**config.mk**
```make
export PLATFORM = sky130hd
export DESIGN_NAME = instr_fetch_unit
export DESIGN_NICKNAME = d
export VERILOG_FILES = /design/src/rtl/instr_fetch_unit.sv
export SDC_FILE = /design/constraint.sdc
export NUM_CORES = 2
export LEC_CHECK = 0
export ABC_CLOCK_PERIOD_IN_PS = 4100
export CORE_MARGIN = 2
export CORE_UTILIZATION = 50
export CTS_CLUSTER_DIAMETER = 80
export DETAILED_ROUTE_END_ITERATION = 8
export PLACE_DENSITY = 0.68
export SETUP_SLACK_MARGIN = 0.3
export SLEW_MARGIN = 30
export SYNTH_ARGS = -nofsm -noshare
export SYNTH_HDL_FRONTEND = slang
export SYNTH_SLANG_ARGS = --single-unit
```
**constraint.sdc**
```tcl
create_clock -name clk -period 4.1 [get_ports clk]
set_input_delay 0.82 -clock clk [delete_from_list [all_inputs] [get_ports clk]]
set_output_delay 0.82 -clock clk [all_outputs]
set_load 0.01 [all_outputs]
```
**src/rtl/instr_fetch_unit.sv**
```systemverilog
// instr_fetch_unit
//
// Instruction-fetch stage for the single-cycle load/store datapath. Holds the
// program counter and a writable instruction memory. It issues one registered
// 32-bit instruction per issue slot, either every cycle (free-run) or once per
// rising edge of the step button (single-step).
//
// Ports:
//   clk             sole clock, rising edge
//   rst             synchronous, active-low reset
//   run             level, 1 = free-run mode
//   step            single-step request, acts on its rising edge only
//   stall           downstream cannot accept, so outputs hold
//   redirect        branch taken / jump this cycle
//   redirect_target byte address for the redirect (low two bits dropped)
//   prog_we         instruction memory write enable (honoured in IDLE only)
//   prog_addr       word address for program load
//   prog_data       instruction word to load
//   inst            issued instruction (0 = NOP when not valid)
//   inst_valid      inst is a new instruction this cycle
//   pc              byte address of inst
//   halted          fetch stopped (HALT_OP word or out-of-range address)
//   state_dbg       FSM state: 0 = IDLE, 1 = RUN, 2 = HALT
//
// Handshake: inst_valid marks a new instruction on inst/pc. stall acts as
// the inverse of ready. While stall is high (and no redirect is present),
// inst, inst_valid, pc and the fetch address hold. This lets a valid
// instruction stay presented until the datapath takes it. A redirect always
// wins and flushes the output to a NOP.
module instr_fetch_unit #(
    parameter int unsigned DEPTH    = 64,
    parameter logic [31:0] RESET_PC = 32'h0000_0000,
    parameter logic [5:0]  HALT_OP  = 6'b111111
) (
    input  logic                     clk,
    input  logic                     rst,
    input  logic                     run,
    input  logic                     step,
    input  logic                     stall,
    input  logic                     redirect,
    input  logic [31:0]              redirect_target,
    input  logic                     prog_we,
    input  logic [$clog2(DEPTH)-1:0] prog_addr,
    input  logic [31:0]              prog_data,
    output logic [31:0]              inst,
    output logic                     inst_valid,
    output logic [31:0]              pc,
    output logic                     halted,
    output logic [1:0]               state_dbg
);

    localparam int unsigned AW = $clog2(DEPTH);

    typedef enum logic [1:0] {
        S_IDLE = 2'd0,
        S_RUN  = 2'd1,
        S_HALT = 2'd2
    } state_t;

    state_t         state;
    state_t         state_next;
    logic [31:0]    mem [DEPTH];
    logic [31:0]    fetch_pc;
    logic           step_q;
    logic           step_edge;
    logic [AW-1:0]  fetch_idx;
    logic [31:0]    fetch_word;
    logic           out_of_range;
    logic           issue;
    logic           halt_hit;
    logic           unused_bits;

    // The redirect target is word-aligned by dropping its low bits.
    assign unused_bits = ^redirect_target[1:0];

    assign fetch_idx    = fetch_pc[AW+1:2];
    // DEPTH is a power of two, so any set bit above the index field means
    // the word address is >= DEPTH.
    assign out_of_range = |fetch_pc[31:AW+2];
    assign halted       = (state == S_HALT);
    assign state_dbg    = state;

    always_comb begin
        step_edge  = step & ~step_q;
        // Combinational read of the pre-edge contents: a same-cycle program
        // write to the fetched word returns the old word.
        fetch_word = mem[fetch_idx];
        issue      = ((state == S_RUN) || ((state == S_IDLE) && step_edge)) &&
                     !stall && !redirect;
        halt_hit   = issue && ((fetch_word[31:26] == HALT_OP) || out_of_range);

        state_next = state;
        case (state)
            S_IDLE:  if (run)  state_next = S_RUN;
            S_RUN:   if (!run) state_next = S_IDLE;
            S_HALT:  state_next = S_HALT;
            default: state_next = S_IDLE;
        endcase
        if (halt_hit) begin
            state_next = S_HALT;
        end
    end

    always_ff @(posedge clk) begin
        if (!rst) begin
            state <= S_IDLE;
        end else begin
            state <= state_next;
        end
    end

    always_ff @(posedge clk) begin
        if (!rst) begin
            fetch_pc   <= RESET_PC;
            pc         <= 32'h0;
            inst       <= 32'h0;
            inst_valid <= 1'b0;
            step_q     <= 1'b0;
        end else begin
            step_q <= step;
            if (state == S_HALT) begin
                inst       <= 32'h0;
                inst_valid <= 1'b0;
            end else if (redirect) begin
                fetch_pc   <= {redirect_target[31:2], 2'b00};
                inst       <= 32'h0;
                inst_valid <= 1'b0;
            end else if (stall) begin
                // Hold everything; a step edge seen now is dropped.
            end else if (issue && !halt_hit) begin
                inst       <= fetch_word;
                pc         <= fetch_pc;
                inst_valid <= 1'b1;
                fetch_pc   <= fetch_pc + 32'd4;
            end else begin
                // Idle slot, or the HALT word / bad address was reached:
                // present a NOP and leave fetch_pc where it is.
                inst       <= 32'h0;
                inst_valid <= 1'b0;
            end
        end
    end

    // Memory has no reset so a program survives a reset. Loading is only
    // allowed while the fetcher is parked in IDLE.
    always_ff @(posedge clk) begin
        if (prog_we && (state == S_IDLE)) begin
            mem[prog_addr] <= prog_data;
        end
    end

endmodule

```
# Word-level counts from Yosys, hierarchy flattened
# Memory sizes are Yosys's and may differ from the RTL's. A register that Yosys moved wholly into a read port is not among the register bits.
# Index checks and enable logic that the tools add are counted.
[word_totals]
output_inout_bits = 68
in_bits = 77
ramBits = 2048
n_memories = 1
latch_bits = 0
ff_bits = 100
mem_bits_ro = 0
[memory_table]
columns = ["name", "depth", "width", "read_ports", "rd_ports_with_merged_regs", "wr", "line", "text"]
rows = [
  ["mem", 64, 32, 1, 1, 1, "62", "logic [31:0] mem [DEPTH];"],
]
[op_classes]
div_mod_pow = 0
muxes = 13
add_sub_neg = 1
n_lt_le_gt_ge = 0
n_shift = 0
multipliers = 0
eq_ne = 8
n_reduce_logical = 20
bitwise = 6
[ops]
columns = ["op", "n"]
rows = [
  ["32-bit two-way mux", 4],
  ["32-bit by 3-bit adder with 32-bit output (second input constant)", 1],
  ["24-bit OR reduction", 1],
  ["6-bit two-way mux", 2],
  ["6-bit == test (second input constant)", 1],
  ["1-bit logical AND", 6],
  ["2-bit two-way mux", 3],
  ["3-bit != test (second input constant)", 2],
  ["2-bit case mux with 3 select lines", 1],
  ["1-bit inverter", 5],
  ["2-bit != test (second input constant)", 2],
  ["2-bit AND reduction", 2],
  ["4-bit AND reduction", 1],
  ["1-bit zero test", 3],
  ["1-bit two-way mux", 3],
  ["3-bit AND reduction", 1],
  ["3-bit OR reduction", 1],
  ["2-bit by 1-bit == test with 1-bit output (second input constant)", 1],
  ["2-bit == test (second input constant)", 1],
  ["2-bit zero test", 1],
  ["1-bit logical OR", 2],
  ["2-bit by 1-bit != test with 1-bit output (second input constant)", 1],
  ["2-bit nonzero test", 1],
  ["2-bit OR reduction", 1],
  ["1-bit bitwise AND", 1],
]

# Depth between registers and ports, before layout
[depth]
depth_word = 14
ltp_mapped = 15

# Worst setup path before layout
# No wires, ideal clock.
[synth_timing]
path_type = "register to register"
start = "register (tool-made name)"
end = "register inst[11]"
n_path_buf = 7
arrival_ns = 3.454
path_slack_ns = 0.528
setup_time_ns = 0.117
stages_incl_launch_ff = 12
path_cell_list = "dfxtp_1 > buf_6 > buf_6 > buf_6 > buf_6 > buf_6 > buf_6 > buf_1 > mux4_2 > mux4_2 > mux4_2 > a32o_1"
[synth_rtl]
columns = ["element", "line", "text"]
rows = [
  ["end signal: assignment", "131", "inst <= fetch_word;"],
  ["end: declaration", "45", "output logic [31:0] inst,"],
]

==> PnR_summary.wiki <==
{| class="wikitable"
! Metric !! Value
|-
| Synth warnings || 0
|-
| Proportion of layout cells with a drive suffix above 1 || 30.0%
|-
| Per-instance average area after synthesis || 22.9 sq um
|-
| CTS Buffer Depth || 3
|-
| Overall Global Routing Usage || 25.8%
|-
| Die Y-Extent || 409 microns
|-
| Launching element type of the critical path || register
|-
| Slowest cell on crit path || sky130_fd_sc_hd__dfxtp_4
|-
| Total standard cell area after synthesis || 82,100 sq um
|-
| Highest cell delay on the worst timing path || 500 ps
|-
| Final period utilization || 89.6%
|-
| Leakage component of the power || 28.9 nW
|-
| Multi-input logic area || 18,000 sq um
|-
| Total length of routed wires || 214,000 microns
|-
| Number of antenna violations at the first check in global routing || 15
|-
| Worst clock skew || 67.7 ps
|-
| Via-to-Cell Ratio || 6.43
|-
| Worst endpoint data arrival time || 4340 ps
|-
| FF+latch area || 63,600 sq um
|-
| Count of input and output buffers || 140
|-
| Half-perimeter wire length of the detailed placement result || 121,000 microns
|-
| Post-route DRC violation count || 0
|-
| Fill cell instance count of the final layout || 11,600
|-
| Detailed Routing Iterations Pass 1 || 8
|-
| Area fraction of the dominant cell type after synthesis || 75.0%
|-
| Number of library cell types mapped by synthesis || 58
|-
| Maximum operating frequency || 272 MHz
|-
| Worst-skew pair later-pin latency || 890 ps
|-
| Setup_tns || 0 ps
|-
| Run status || finished clean
|-
| Most frequent cell after synthesis || sky130_fd_sc_hd__edfxtp_1
|-
| Count of H-tree levels built during CTS || 4
|-
| Initial cell density of the core || 50.4%
|-
| Share of synthesized flip-flops with an asynchronous set or reset || 0%
|-
| Overall die area || 167,000 sq um
|-
| Cell Chain, Critical Path || buf_12 > buf_4 > mux4_2 > mux2_2 > a211o_1 > o211ai_1 > buf_4 > or4_1 > o21ai_0 > o311ai_0 > o311ai_0
|-
| Pin slew with the least headroom to its limit || 997 ps
|-
| Placed standard-cell area || 88,000 sq um
|-
| Number of buffers and inverters on the critical path || 3
|-
| Worst endpoint required time || 4770 ps
|-
| Critical Path End Type || register
|-
| Number of DRC violations after detailed-routing iteration 0 || 5,844
|-
| Worst Hold Class || input port to register
|-
| Number of synthesized flops with an enable pin || 2,048
|-
| FF+latch count, synth || 2,150
|-
| Vias || 40,600
|-
| Wirelength per Cell || 34.0 microns
|-
| Leading register cell type out of synthesis || sky130_fd_sc_hd__edfxtp_1
|-
| Post-CTS sizing || 0
|-
| Antenna viol nets, final || 0
|-
| Final Hold Violating Endpoints || 0
|-
| Relative slew margins || 33.3%
|-
| Clock tree from TritonCTS || built
|-
| Layout overhead on the synthesized area || 15.6%
|-
| Clock transition at the register clock pins on the worst setup and hold paths after CTS || 60 ps
|-
| Floorplan Core Area || 163,000 sq um
|-
| Instance count of the mapped netlist || 3,588
|-
| Unrepaired setup endpoints after global routing || true
|-
| Commonest cells post-synth || 2,048 x sky130_fd_sc_hd__edfxtp_1, 590 x sky130_fd_sc_hd__mux4_2, 115 x sky130_fd_sc_hd__clkbuf_1, 102 x sky130_fd_sc_hd__dfxtp_1, 97 x sky130_fd_sc_hd__mux2i_1
|-
| Sequential fraction of the synthesis area || 77.4%
|-
| Number of placement rows || 148
|-
| Largest net degree at the start of global routing || 100
|-
| Final Max Slew Viols || 0
|-
| Global-route wire length before repair || 301,000 microns
|-
| Count of nets after finishing || 4,034
|-
| Kind of cell adding the most delay to the critical path || compound AO/OA/AOI/OAI gates
|-
| Clock buffer count from CTS || 206
|-
| Class of the most critical setup path || register to register
|-
| Library cell occupying the most area in the post-synthesis netlist || sky130_fd_sc_hd__edfxtp_1
|-
| Post-route cell area || 94,800 sq um
|-
| Number of failing setup endpoints in the final timing report || 0
|-
| Clock Tree Root || sky130_fd_sc_hd__clkbuf_16
|-
| Peak ir drop on the vdd network || 0.397 mV
|-
| Cell area power density || 484 nW/um^2
|-
| Max-capacitance violation count || 0
|-
| Final weighted congestion in routability-driven placement || 0.847
|-
| Cell types with the largest area share after synthesis || sky130_fd_sc_hd__edfxtp_1 75%, sky130_fd_sc_hd__mux4_2 16%, sky130_fd_sc_hd__dfxtp_1 2.5%
|-
| Vias in the first global route || 39,600
|-
| Final critical delay including setup and external delays || 3670 ps
|-
| Critical path peak fanout || 35
|-
| Sink count of the clock tree || 2,150
|-
| I/O pin count || 145
|-
| Width of the die || 409 microns
|-
| GRT Residual Overflow || 0
|}
==> where the power goes <==
part	internal (mW)	total (mW)	switching, mW
Clock	10.5	18.7	8.25
Combinational	1.33	2.99	1.66
Sequential	24.1	24.2	0.0666
Total	36.0	45.9	9.97
==> flip-flops by register name, summed over array words and instances (netlist names), named ones only <==
signal,flops
pc,30
inst_valid,1
mem,2048
step_q,1
inst,32
fetch_pc,30
state_dbg,2
==> routing by layer <==
metal	GRT usage [%]	wire length, microns	share of wire [%]	vias to the layer above
met4	7.41	6110	2.8	16
met5	0	113	0.053	-
met1	37.6	83800	39	21800
met3	6.98	26000	12	370
met2	38.6	98400	46	2348
li1	-	-	-	16100
==> cell usage in the layout (no fill, tap or decap), types with 6 or more instances in the layout <==
cell,netlist,routed
sky130_fd_sc_hd__clkinv_2,0,39
sky130_fd_sc_hd__o211ai_1,11,11
sky130_fd_sc_hd__nand2_1,73,73
sky130_fd_sc_hd__nor2_4,0,64
sky130_fd_sc_hd__nor3b_1,8,8
sky130_fd_sc_hd__mux2_2,19,19
sky130_fd_sc_hd__clkinv_1,0,43
sky130_fd_sc_hd__bufinv_16,0,16
sky130_fd_sc_hd__nor2_1,89,24
sky130_fd_sc_hd__nor2b_1,11,9
sky130_fd_sc_hd__nand3_1,35,35
sky130_fd_sc_hd__o311ai_0,6,6
sky130_fd_sc_hd__mux2i_1,97,97
sky130_fd_sc_hd__and3_1,33,33
sky130_fd_sc_hd__a32o_1,27,27
sky130_fd_sc_hd__nor3_1,12,11
sky130_fd_sc_hd__clkdlybuf4s50_1,0,108
sky130_fd_sc_hd__nand2b_1,9,9
sky130_fd_sc_hd__buf_12,0,63
sky130_fd_sc_hd__clkbuf_8,0,8
sky130_fd_sc_hd__dfxtp_1,102,97
sky130_fd_sc_hd__a21oi_1,32,32
sky130_fd_sc_hd__clkbuf_1,115,42
sky130_fd_sc_hd__a22oi_1,38,38
sky130_fd_sc_hd__buf_4,24,188
sky130_fd_sc_hd__o21ai_1,22,22
sky130_fd_sc_hd__o21ai_0,19,19
sky130_fd_sc_hd__inv_1,7,6
sky130_fd_sc_hd__nand3b_1,12,12
sky130_fd_sc_hd__nand4_1,14,14
sky130_fd_sc_hd__edfxtp_1,2048,2048
sky130_fd_sc_hd__mux4_2,590,590
sky130_fd_sc_hd__nor4_1,8,8
sky130_fd_sc_hd__clkbuf_16,0,206
sky130_fd_sc_hd__clkinv_16,0,10
==> stage by stage <==
stage	power (mW)	setup slack [ps]	cells	hold slack [ps]	utilization, %
after CTS	46.2	444	6304	385	58.1
after global placement	27.6	299	5918	444	54.0
final	45.9	425	6307	423	58.2
after global routing	47.2	216	6304	424	58.2
after detailed placement	27.6	272	5919	443	54.0
after floorplan	26.5	528	3589	440	-
==> path summary, 6_finish.rpt <==
path              slack [ps]  depth (start not counted)          end           from
setup / recovery         430                         11     register       register
hold / removal           420                          1  mem[25][23]  prog_data[23]
setup reg to reg         430                         11     register       register
hold reg to reg          450                          2     inst[26]       inst[26]
==> worst register-to-register path: cells and delay by family, from the launching register on <==
family	cells	cell delay (ps)
multiplexers	2	600
AND/OR/NAND/NOR	1	140
AO/OA/AOI/OAI	5	1500
buffers and inverters	3	780
flip-flops	1	500
==> cell families after synthesis <==
logic type / after synthesis / synth area share (%)
and+or+nand+nor: 332 / 2.04
muxes: 706 / 17.6
other: 1 / 0.00457
DFF: 2150 / 77.4
buffers and inverters: 208 / 1.22
AOI/OAI and AO/OA: 190 / 1.64
adders and majority gates: 1 / 0.0152
==> area by class of cell <==
class	count	area share (%)
flip-flops and latches	2150	67.0
multi-input cells	1231	19.0
clock buffers	259	5.74
repair buffers	360	3.96
well taps	2175	2.87
clock inverters	122	1.37
inverters	7	0.0277
diodes	3	0.00792
==> timing repair <==
item                       in CTS  in global routing
pin swaps                       0                  0
buffers inserted                4                  0
gates cloned                    0                  0
setup endpoints to repair       1                  6
hold buffers                    0                  0
(Power assumes the default switching activity.)
